$ cat config.mk
export PLATFORM = sky130hd
export DESIGN_NAME = vec_pair_serializer
export DESIGN_NICKNAME = d
export VERILOG_FILES = /design/src/rtl/vec_pair_serializer.sv
export SDC_FILE = /design/constraint.sdc
export NUM_CORES = 1
export LEC_CHECK = 0
export CORE_MARGIN = 5
export CORE_UTILIZATION = 54
export DETAILED_ROUTE_END_ITERATION = 8
export GPL_ROUTABILITY_DRIVEN = 0
export PLACE_DENSITY = 0.78
export SKIP_CTS_REPAIR_TIMING = 1
export SYNTH_ARGS = -nofsm -noshare
export SYNTH_HDL_FRONTEND = slang
export SYNTH_SLANG_ARGS = --single-unit
export TNS_END_PERCENT = 20
$ cat constraint.sdc
create_clock -name i_clk -period 2.37 [get_ports i_clk]
set_input_delay 0.474 -clock i_clk [delete_from_list [all_inputs] [get_ports i_clk]]
set_output_delay 0.474 -clock i_clk [all_outputs]
set_load 0.005 [all_outputs]
$ cat src/rtl/vec_pair_serializer.sv
// -----------------------------------------------------------------------------
// vec_pair_serializer
//
// Captures pairs of SIZE-bit lane vectors (i_a/i_b) into a DEPTH-entry FIFO
// and replays each pair LSB-first as a 2-bit stream under a valid/ready
// handshake. The producer cannot be stalled. A word that arrives while the
// FIFO is full is dropped, and the sticky o_overflow flag is set.
//
// Ports:
//   i_clk        clock; all state changes on the rising edge
//   i_rst_n      synchronous active-low reset
//   i_a, i_b     lane-a / lane-b vectors to capture
//   i_valid      capture request for i_a/i_b this cycle
//   o_ready      FIFO not full (from the registered count only)
//   o_bit_a/b    current serialized lane-a / lane-b bit
//   o_bit_valid  o_bit_a/o_bit_b/o_idx/o_last are valid
//   i_bit_ready  sink accepts the current bit pair
//   o_idx        lane index of the current bit pair
//   o_last       current bit pair is lane SIZE-1
//   o_count      FIFO occupancy, excluding the word in the shift stage
//   o_overflow   sticky: at least one word was dropped since reset
// -----------------------------------------------------------------------------
module vec_pair_serializer #(
  parameter int SIZE  = 8,
  parameter int DEPTH = 2
) (
  input  logic                       i_clk,
  input  logic                       i_rst_n,
  input  logic [SIZE-1:0]            i_a,
  input  logic [SIZE-1:0]            i_b,
  input  logic                       i_valid,
  output logic                       o_ready,
  output logic                       o_bit_a,
  output logic                       o_bit_b,
  output logic                       o_bit_valid,
  input  logic                       i_bit_ready,
  output logic [$clog2(SIZE)-1:0]    o_idx,
  output logic                       o_last,
  output logic [$clog2(DEPTH+1)-1:0] o_count,
  output logic                       o_overflow
);

  localparam int IW = $clog2(SIZE);
  localparam int PW = $clog2(DEPTH);
  localparam int CW = $clog2(DEPTH + 1);
  localparam int W  = 2 * SIZE;

  localparam logic [IW-1:0] LAST_IDX = IW'(SIZE - 1);
  localparam logic [CW-1:0] FULL_CNT = CW'(DEPTH);

  typedef enum logic {
    S_IDLE,
    S_SHIFT
  } state_t;

  state_t          r_state;
  state_t          w_state_next;

  logic [W-1:0]    r_mem [DEPTH];
  logic [PW-1:0]   r_wr_ptr;
  logic [PW-1:0]   r_rd_ptr;
  logic [CW-1:0]   r_count;

  logic [SIZE-1:0] r_sa;
  logic [SIZE-1:0] r_sb;
  logic [IW-1:0]   r_idx;
  logic [IW-1:0]   w_idx_next;
  logic            r_overflow;

  logic            w_push;
  logic            w_pop;
  logic            w_fifo_nonempty;

  // Full is decided from the registered count, so a pop in the same cycle
  // does not free a slot for a push.
  assign o_ready         = (r_count != FULL_CNT);
  assign w_push          = i_valid && o_ready;
  assign w_fifo_nonempty = (r_count != '0);

  // State register.
  always_ff @(posedge i_clk) begin
    // NOTE: sequential state is assigned with <= so that every register in
    // this module samples values from before the edge.
    if (!i_rst_n) begin
      r_state <= S_IDLE;
    end else begin
      r_state <= w_state_next;
    end
  end

  // Next state, pop decision and stream outputs.
  always_comb begin
    // NOTE: every output of this block is given a default first. This
    // prevents any path from leaving a signal unassigned, which would infer
    // a latch.
    w_state_next = r_state;
    w_idx_next   = r_idx;
    w_pop        = 1'b0;
    o_bit_valid  = 1'b0;
    o_bit_a      = 1'b0;
    o_bit_b      = 1'b0;

    unique case (r_state)
      S_IDLE: begin
        if (w_fifo_nonempty) begin
          w_pop        = 1'b1;
          w_idx_next   = '0;
          w_state_next = S_SHIFT;
        end
      end

      S_SHIFT: begin
        o_bit_valid = 1'b1;
        o_bit_a     = r_sa[r_idx];
        o_bit_b     = r_sb[r_idx];
        // Without acceptance, everything holds.
        if (i_bit_ready) begin
          if (r_idx != LAST_IDX) begin
            w_idx_next = r_idx + IW'(1);
          end else if (w_fifo_nonempty) begin
            // Chain straight into the next word; no idle beat between words.
            w_pop      = 1'b1;
            w_idx_next = '0;
          end else begin
            w_idx_next   = '0;
            w_state_next = S_IDLE;
          end
        end
      end

      default: w_state_next = S_IDLE;
    endcase
  end

  assign o_idx      = r_idx;
  assign o_last     = o_bit_valid && (r_idx == LAST_IDX);
  assign o_count    = r_count;
  assign o_overflow = r_overflow;

  // FIFO storage.
  always_ff @(posedge i_clk) begin
    // NOTE: the storage array has no reset. An entry is read only after it
    // has been written, because reads are gated by the reset-cleared count.
    if (w_push) begin
      r_mem[r_wr_ptr] <= {i_b, i_a};
    end
  end

  // FIFO pointers and occupancy. The pointers wrap at DEPTH (a power of 2).
  always_ff @(posedge i_clk) begin
    if (!i_rst_n) begin
      r_wr_ptr <= '0;
      r_rd_ptr <= '0;
      r_count  <= '0;
    end else begin
      if (w_push) r_wr_ptr <= r_wr_ptr + PW'(1);
      if (w_pop)  r_rd_ptr <= r_rd_ptr + PW'(1);
      unique case ({w_push, w_pop})
        2'b10:   r_count <= r_count + CW'(1);
        2'b01:   r_count <= r_count - CW'(1);
        default: r_count <= r_count;
      endcase
    end
  end

  // Shift stage and sticky overflow flag.
  always_ff @(posedge i_clk) begin
    if (!i_rst_n) begin
      r_sa       <= '0;
      r_sb       <= '0;
      r_idx      <= '0;
      r_overflow <= 1'b0;
    end else begin
      if (w_pop) begin
        {r_sb, r_sa} <= r_mem[r_rd_ptr];
      end
      r_idx <= w_idx_next;
      if (i_valid && !o_ready) begin
        r_overflow <= 1'b1;
      end
    end
  end

endmodule

# Yosys cells after proc, flatten, opt, wreduce, memory -nomap -nowiden
# Memories as Yosys holds them, arrays and structs flattened. A register that Yosys moved wholly into a read port is not among the register bits.
# Cells that the tools add are included.
[classes]
n_mux = 21
addsub = 5
magnitude_cmp = 1
eq_ne = 7
n_reduce_logical = 8
bitwise = 1
[op_table]
columns = ["cell", "n"]
rows = [
  ["two-way mux 1 bit", 12],
  ["two-way mux 3 bit", 3],
  ["binary-select mux 1 bit (select 3 bit)", 2],
  ["inequality test 2 bit (second input constant)", 3],
  ["one-hot mux 3 bit (2 select lines)", 1],
  ["< comparator 3 x 4 -> 1 bit (second input constant)", 1],
  ["one-hot mux 1 bit (2 select lines)", 2],
  ["one-hot mux 2 bit (2 select lines)", 1],
  ["nonzero test 2 bit", 2],
  ["adder 3 x 1 -> 3 bit (second input constant)", 1],
  ["equality test 3 bit (second input constant)", 1],
  ["logical AND 1 bit", 3],
  ["inequality test 3 bit (second input constant)", 1],
  ["adder 1 bit (second input constant)", 2],
  ["adder 2 x 1 -> 2 bit (second input constant)", 1],
  ["equality test 2 x 1 -> 1 bit (second input constant)", 1],
  ["equality test 2 bit (second input constant)", 1],
  ["zero test 1 bit", 2],
  ["AND reduction 2 bit", 1],
  ["subtractor 2 x 1 -> 2 bit (second input constant)", 1],
  ["inverter 1 bit", 1],
]
[totals]
register_bits = 9
in_bits = 20
mem_bits_rw = 32
mem_count = 1
[memory_table]
columns = ["memory", "words", "width", "rd", "rd_clocked_by_memory_dff", "write_ports", "line", "source"]
rows = [
  ["r_mem", 2, 16, 1, 1, 1, "59", "logic [W-1:0] r_mem [DEPTH];"],
]

# Logic depth before layout (Yosys ltp)
[logic_depth]
ltp_word = 7
ltp_mapped = 9
depth_no_buf = 8

# Worst setup path after synthesis
# OpenSTA, ideal clock, no wires.
[synth_path]
path_kind = "register to register"
from = "register r_idx[1], in the netlist o_idx[1]"
to = "register r_count[1], in the netlist o_count[1]"
arrival_ps = 2014
path_slack_ps = 285
required_ps = 2299
stages_incl_launch_ff = 9
path_cell_list = "dfxtp_1 > ha_1 > ha_1 > a21boi_2 > nor2_4 > buf_6 > ha_1 > or3_1 > a21oi_1"
[synth_via]
elab_chain_cells = 6
elab_cells_between_ends = 8
classes_between = "eq/ne: 3; mux: 4; reduce/logical: 1"
[synth_rtl]
columns = ["element", "line", "source"]
rows = [
  ["from (decl)", "66", "logic [IW-1:0] r_idx;"],
  ["from (signal assigned)", "177", "r_idx <= w_idx_next;"],
  ["inequality test 3 bit *", "118", "if (r_idx != LAST_IDX) begin"],
  ["two-way mux 1 bit *", "118", ""],
  ["two-way mux 1 bit *", "117", "if (i_bit_ready) begin"],
  ["one-hot mux 1 bit (2 select lines) *", "103", "unique case (r_state)"],
  ["net w_pop", "71", "logic w_pop;"],
  ["equality test 2 x 1 -> 1 bit or equality test 2 bit (tied branches)", "158", "unique case ({w_push, w_pop})"],
  ["one-hot mux 2 bit (2 select lines) or nonzero test 2 bit (tied branches)", "-", ""],
  ["to (signal assigned)", "159", "2'b10: r_count <= r_count + CW'(1);"],
  ["to (signal assigned)", "160", "2'b01: r_count <= r_count - CW'(1);"],
  ["to (signal assigned)", "161", "default: r_count <= r_count;"],
  ["to (decl)", "62", "logic [CW-1:0] r_count;"],
]
# Mark *: on every way through the listed nets, which the timed path passes. The rest lies on a longest branch.
# A chain may end at the register's enable or synchronous reset.

# Worst setup path after layout
[layout_path]
from = "register r_idx[0], in the netlist o_idx[0]"
to = "output port o_last"
[layout_via]
elab_chain_cells = 2
[layout_rtl]
columns = ["element", "line", "source"]
rows = [
  ["equality test 3 bit", "136", "assign o_last = o_bit_valid && (r_idx == LAST_IDX);"],
  ["logical AND 1 bit", "136", ""],
  ["to (decl)", "38", "output logic o_last,"],
]
# Every way passes these cells.

==> flow_summary.html <==
<table>
<tr><th>Metric</th><th>Value</th></tr>
<tr><th colspan="2">Clocking</th></tr>
<tr><td>Sinks on the clock net</td><td>57</td></tr>
<tr><td>Inserted Clock Buffers</td><td>9</td></tr>
<tr><td>CTS tree</td><td>built</td></tr>
<tr><td>Clock slew at reported path FFs</td><td>60 ps</td></tr>
<tr><td>Number of levels in the clock H-tree</td><td>3</td></tr>
<tr><td>Worst skew pair latency</td><td>between 300 and 400 ps</td></tr>
<tr><td>Maximum buffer depth of the clock tree</td><td>2</td></tr>
<tr><td>Clock root buffer</td><td>sky130_fd_sc_hd__clkbuf_8</td></tr>
<tr><th colspan="2">STA</th></tr>
<tr><td>RSZ-0062 raised after global routing</td><td>no</td></tr>
<tr><td>Min Clock Period, post-route</td><td>approximately 2200 ps</td></tr>
<tr><td>Aggregate negative setup slack</td><td>0 ps</td></tr>
<tr><td>Number of max-slew violations in the final report</td><td>0</td></tr>
<tr><td>Layout Skew</td><td>~3.6 ps</td></tr>
<tr><td>Final setup vio count</td><td>0</td></tr>
<tr><td>Maximum clock rate</td><td>between 400 and 500 MHz</td></tr>
<tr><td>Final worst hold slack</td><td>485 ps</td></tr>
<tr><td>Slew margin rel.</td><td>0.642</td></tr>
<tr><td>Final clock period utilization by the worst path</td><td>0.943</td></tr>
<tr><td>Actual slew at the worst max-slew pin</td><td>537 ps</td></tr>
<tr><td>Number of hold-slack violations in the final timing report</td><td>0</td></tr>
<tr><th colspan="2">Yosys</th></tr>
<tr><td>Total number of yosys warnings</td><td>0</td></tr>
<tr><td>Mean instance size in the synthesized netlist</td><td>~14 um^2</td></tr>
<tr><td>Post-Syn Instances</td><td>~170</td></tr>
<tr><td>Top cell type by total area after synthesis</td><td>sky130_fd_sc_hd__edfxtp_1</td></tr>
<tr><td>Synthesized flop and latch total</td><td>57</td></tr>
<tr><td>Sequential cell area fraction in the yosys report</td><td>0.626</td></tr>
<tr><td>Share of the synthesized area in the top cell type</td><td>0.411</td></tr>
<tr><td>Unique cell type count in the Yosys netlist</td><td>29</td></tr>
<tr><td>Net count of the mapped netlist</td><td>190</td></tr>
<tr><td>Most area-consuming cells after synthesis</td><td>sky130_fd_sc_hd__edfxtp_1, sky130_fd_sc_hd__dfxtp_1, sky130_fd_sc_hd__mux2i_1</td></tr>
<tr><td>Cell area after synthesis</td><td>2340 um^2</td></tr>
<tr><th colspan="2">Layout</th></tr>
<tr><td>Count of filler cells inserted in the layout</td><td>296</td></tr>
<tr><td>Layout Area Growth over Synthesis</td><td>23.6%</td></tr>
<tr><td>Area occupied by multi-input gates</td><td>769 um^2</td></tr>
<tr><td>Net count of the finished layout</td><td>225</td></tr>
<tr><td>Reg area</td><td>around 1500 um^2</td></tr>
<tr><td>Number of antenna repair diodes</td><td>0</td></tr>
<tr><td>Layout cells sized above 1</td><td>0.179</td></tr>
<tr><td>Number of cells in the finished layout apart from fillers</td><td>259</td></tr>
<tr><th colspan="2">Critical path</th></tr>
<tr><td>First element of the critical path</td><td>o_idx[0]</td></tr>
<tr><td>Data arrival, critical path</td><td>1760 ps</td></tr>
<tr><td>Required time reported for the critical path endpoint</td><td>1900 ps</td></tr>
<tr><td>Critical register-to-register path endpoint</td><td>o_count[1]</td></tr>
<tr><td>Critical path peak fanout</td><td>6</td></tr>
<tr><td>FF-to-FF path depth</td><td>7</td></tr>
<tr><td>Setup CP Type</td><td>reg -&gt; out</td></tr>
<tr><td>Endpoint kind of the worst setup timing path</td><td>output port</td></tr>
<tr><td>Worst R2R Setup Slack</td><td>380 ps</td></tr>
<tr><td>Launching point of the worst reg2reg path</td><td>o_idx[1]</td></tr>
<tr><td>Kind of launch point of the worst setup path</td><td>register</td></tr>
<tr><th colspan="2">Die</th></tr>
<tr><td>Area of the core region</td><td>4260 um^2</td></tr>
<tr><td>I/O Pins</td><td>31</td></tr>
<tr><td>Width of the chip</td><td>75.8 um</td></tr>
<tr><td>Initial Util</td><td>0.548</td></tr>
<tr><td>Die Ht</td><td>75.8 um</td></tr>
<tr><td>Site Rows</td><td>24</td></tr>
<tr><td>Die Area</td><td>5740 um^2</td></tr>
<tr><th colspan="2">Power</th></tr>
<tr><td>Power density of the placed cells</td><td>1190 nW/um^2</td></tr>
<tr><td>Post-route total power</td><td>roughly 3.4 mW</td></tr>
<tr><td>Max rail drop VDD</td><td>547 uV</td></tr>
<tr><td>Leak Pwr</td><td>1.03 nW</td></tr>
<tr><th colspan="2">Hold path</th></tr>
<tr><td>Min-delay worst type</td><td>reg -&gt; reg</td></tr>
<tr><td>Instance count along the most critical hold path</td><td>2</td></tr>
<tr><td>Worst min-delay path endpoint</td><td>o_overflow</td></tr>
<tr><td>Hold Startpoint</td><td>o_overflow</td></tr>
<tr><th colspan="2">Route</th></tr>
<tr><td>Per-cell via count in the routed design</td><td>~5.7</td></tr>
<tr><td>Count of routing violations after the opening detailed-route iteration</td><td>48</td></tr>
<tr><td>Total DRC errors in the routed layout</td><td>0</td></tr>
<tr><td>Routed len/inst</td><td>15.6 um</td></tr>
<tr><td>Post-route antenna net violation count</td><td>0</td></tr>
<tr><td>Number of detailed-route iterations in the first pass</td><td>4</td></tr>
<tr><td>Vias after detailed routing</td><td>between 1000 and 1500</td></tr>
<tr><td>Post-detailed-routing wire length</td><td>4.05 mm</td></tr>
<tr><th colspan="2">Global routing</th></tr>
<tr><td>Largest net degree at the start of global routing</td><td>26</td></tr>
<tr><td>Global-route usage over all layers</td><td>0.160</td></tr>
<tr><td>First-pass GRT wire length</td><td>6.64 mm</td></tr>
<tr><td>Initial antenna violation count</td><td>0</td></tr>
<tr><td>Vias in the first global route</td><td>1479</td></tr>
<tr><td>Congestion Overflow GR</td><td>0</td></tr>
<tr><th colspan="2">Place</th></tr>
<tr><td>Number of placed cells counting well taps</td><td>243</td></tr>
<tr><td>Count of buffers from port buffering</td><td>30</td></tr>
<tr><td>Half-perimeter wire length after placement</td><td>2.76 mm</td></tr>
<tr><th colspan="2">Outcome</th></tr>
<tr><td>Outcome</td><td>finished clean</td></tr>
<tr><th colspan="2">Run</th></tr>
<tr><td>Max capacitance violation total</td><td>0</td></tr>
</table>
-- critical path, cell delays in order, from the launching register on --
cell	delay, ps
sky130_fd_sc_hd__dfxtp_2	400
sky130_fd_sc_hd__ha_1	170
sky130_fd_sc_hd__ha_1	220
sky130_fd_sc_hd__and2_1	150
sky130_fd_sc_hd__clkdlybuf4s50_1	500
-- state kept, by name, summed over array words and instances (netlist names) --
register and cells:
r_wr_ptr 1, o_count 2, r_sa 8, r_mem 32, o_idx 3, r_rd_ptr 1, r_state 1, r_sb 8
o_overflow 1
-- report_power, final --
part           internal, mW  leakage (nW)  total (mW)  switching, mW
registers              1.28         0.506        1.41          0.128
logic                 0.460         0.406       0.988          0.529
clock network         0.688         0.120        1.04          0.353
-- Yosys cell counts --
cell / count
sky130_fd_sc_hd__nor2_4: 1
sky130_fd_sc_hd__nor2b_1: 2
sky130_fd_sc_hd__a211oi_2: 9
sky130_fd_sc_hd__or3_1: 3
sky130_fd_sc_hd__inv_2: 1
sky130_fd_sc_hd__mux2i_1: 18
sky130_fd_sc_hd__nor3_1: 1
sky130_fd_sc_hd__clkbuf_1: 2
sky130_fd_sc_hd__and2_1: 1
sky130_fd_sc_hd__edfxtp_1: 32
sky130_fd_sc_hd__a21bo_1: 1
sky130_fd_sc_hd__buf_6: 5
sky130_fd_sc_hd__xnor2_1: 1
sky130_fd_sc_hd__or2_1: 1
sky130_fd_sc_hd__nand3_1: 3
sky130_fd_sc_hd__o21ai_0: 6
sky130_fd_sc_hd__ha_1: 3
sky130_fd_sc_hd__dfxtp_1: 25
sky130_fd_sc_hd__nor2_1: 6
sky130_fd_sc_hd__nand2_1: 1
sky130_fd_sc_hd__buf_4: 2
sky130_fd_sc_hd__a211oi_1: 7
sky130_fd_sc_hd__clkbuf_4: 1
sky130_fd_sc_hd__and3_1: 1
sky130_fd_sc_hd__xor2_1: 1
sky130_fd_sc_hd__a21boi_2: 1
sky130_fd_sc_hd__a21oi_1: 24
sky130_fd_sc_hd__mux4_2: 4
sky130_fd_sc_hd__inv_1: 4
-- stage by stage --
stage | instance area, um^2 | setup slack, ps | util
after CTS | 2880 | -202 | 0.675
after floorplan | 2340 | 285 | -
after global placement | 2650 | 231 | 0.620
final | 2890 | 134 | 0.677
after global routing | 2890 | 55.5 | 0.677
after detailed placement | 2650 | 133 | 0.620
-- layout make-up --
cell class	instances	share of cell area
clock buffers	9	0.0429
clock inverters	7	0.0377
flip-flops and latches	57	0.508
well taps	52	0.0225
repair buffers	34	0.116
multi-input cells	95	0.266
inverters	5	0.00650
-- worst max path at each step --
stage	to	slack, ps
finish	o_last	130
global route	o_last	60
CTS	o_bit_a	-200
detailed placement	o_count[1]	130
global placement	o_bit_a	230
floorplan	o_count[1]	290
-- cells by family (layout without fill, tap and decap cells) --
| kind of cell | Yosys count | in the layout | synth area share |
|---|---|---|---|
| flops | 57 | 57 | 0.626 |
| compound gates | 48 | 48 | 0.144 |
| mux | 22 | 22 | 0.116 |
| simple gates | 20 | 20 | 0.0461 |
| buf+inv | 15 | 55 | 0.0450 |
| fa+ha+maj | 3 | 3 | 0.0161 |
| xor+xnor | 2 | 2 | 0.00750 |
-- per-layer routing --
| layer | up-vias | track usage | part of all wire |
|---|---|---|---|
| met5 | - | 0 | 0 |
| met4 | 0 | 0.0816 | 0.015 |
| met3 | 8 | 0.0515 | 0.057 |
| met2 | 35 | 0.271 | 0.50 |
| met1 | 719 | 0.180 | 0.43 |
| li1 | 708 | - | - |
-- cell usage in the layout, fill, tap and decap left out, drive strengths merged --
cell type and n:
edfxtp 32, clkdlybuf4s50 28, dfxtp 25, a21oi 24
mux2i 18, a211oi 16, clkbuf 9, nor2 7
o21ai 6, inv 5, mux4 4, buf 4
clkinv 4, or3 3, nand3 3, ha 3
bufinv 3, nor2b 2, dlymetal6s2s 2, a21boi 1
nand2 1, and2 1, and3 1, or2 1
a21bo 1, xor2 1, xnor2 1, nor3 1
No activity file was read; power rests on OpenSTA's default activity.
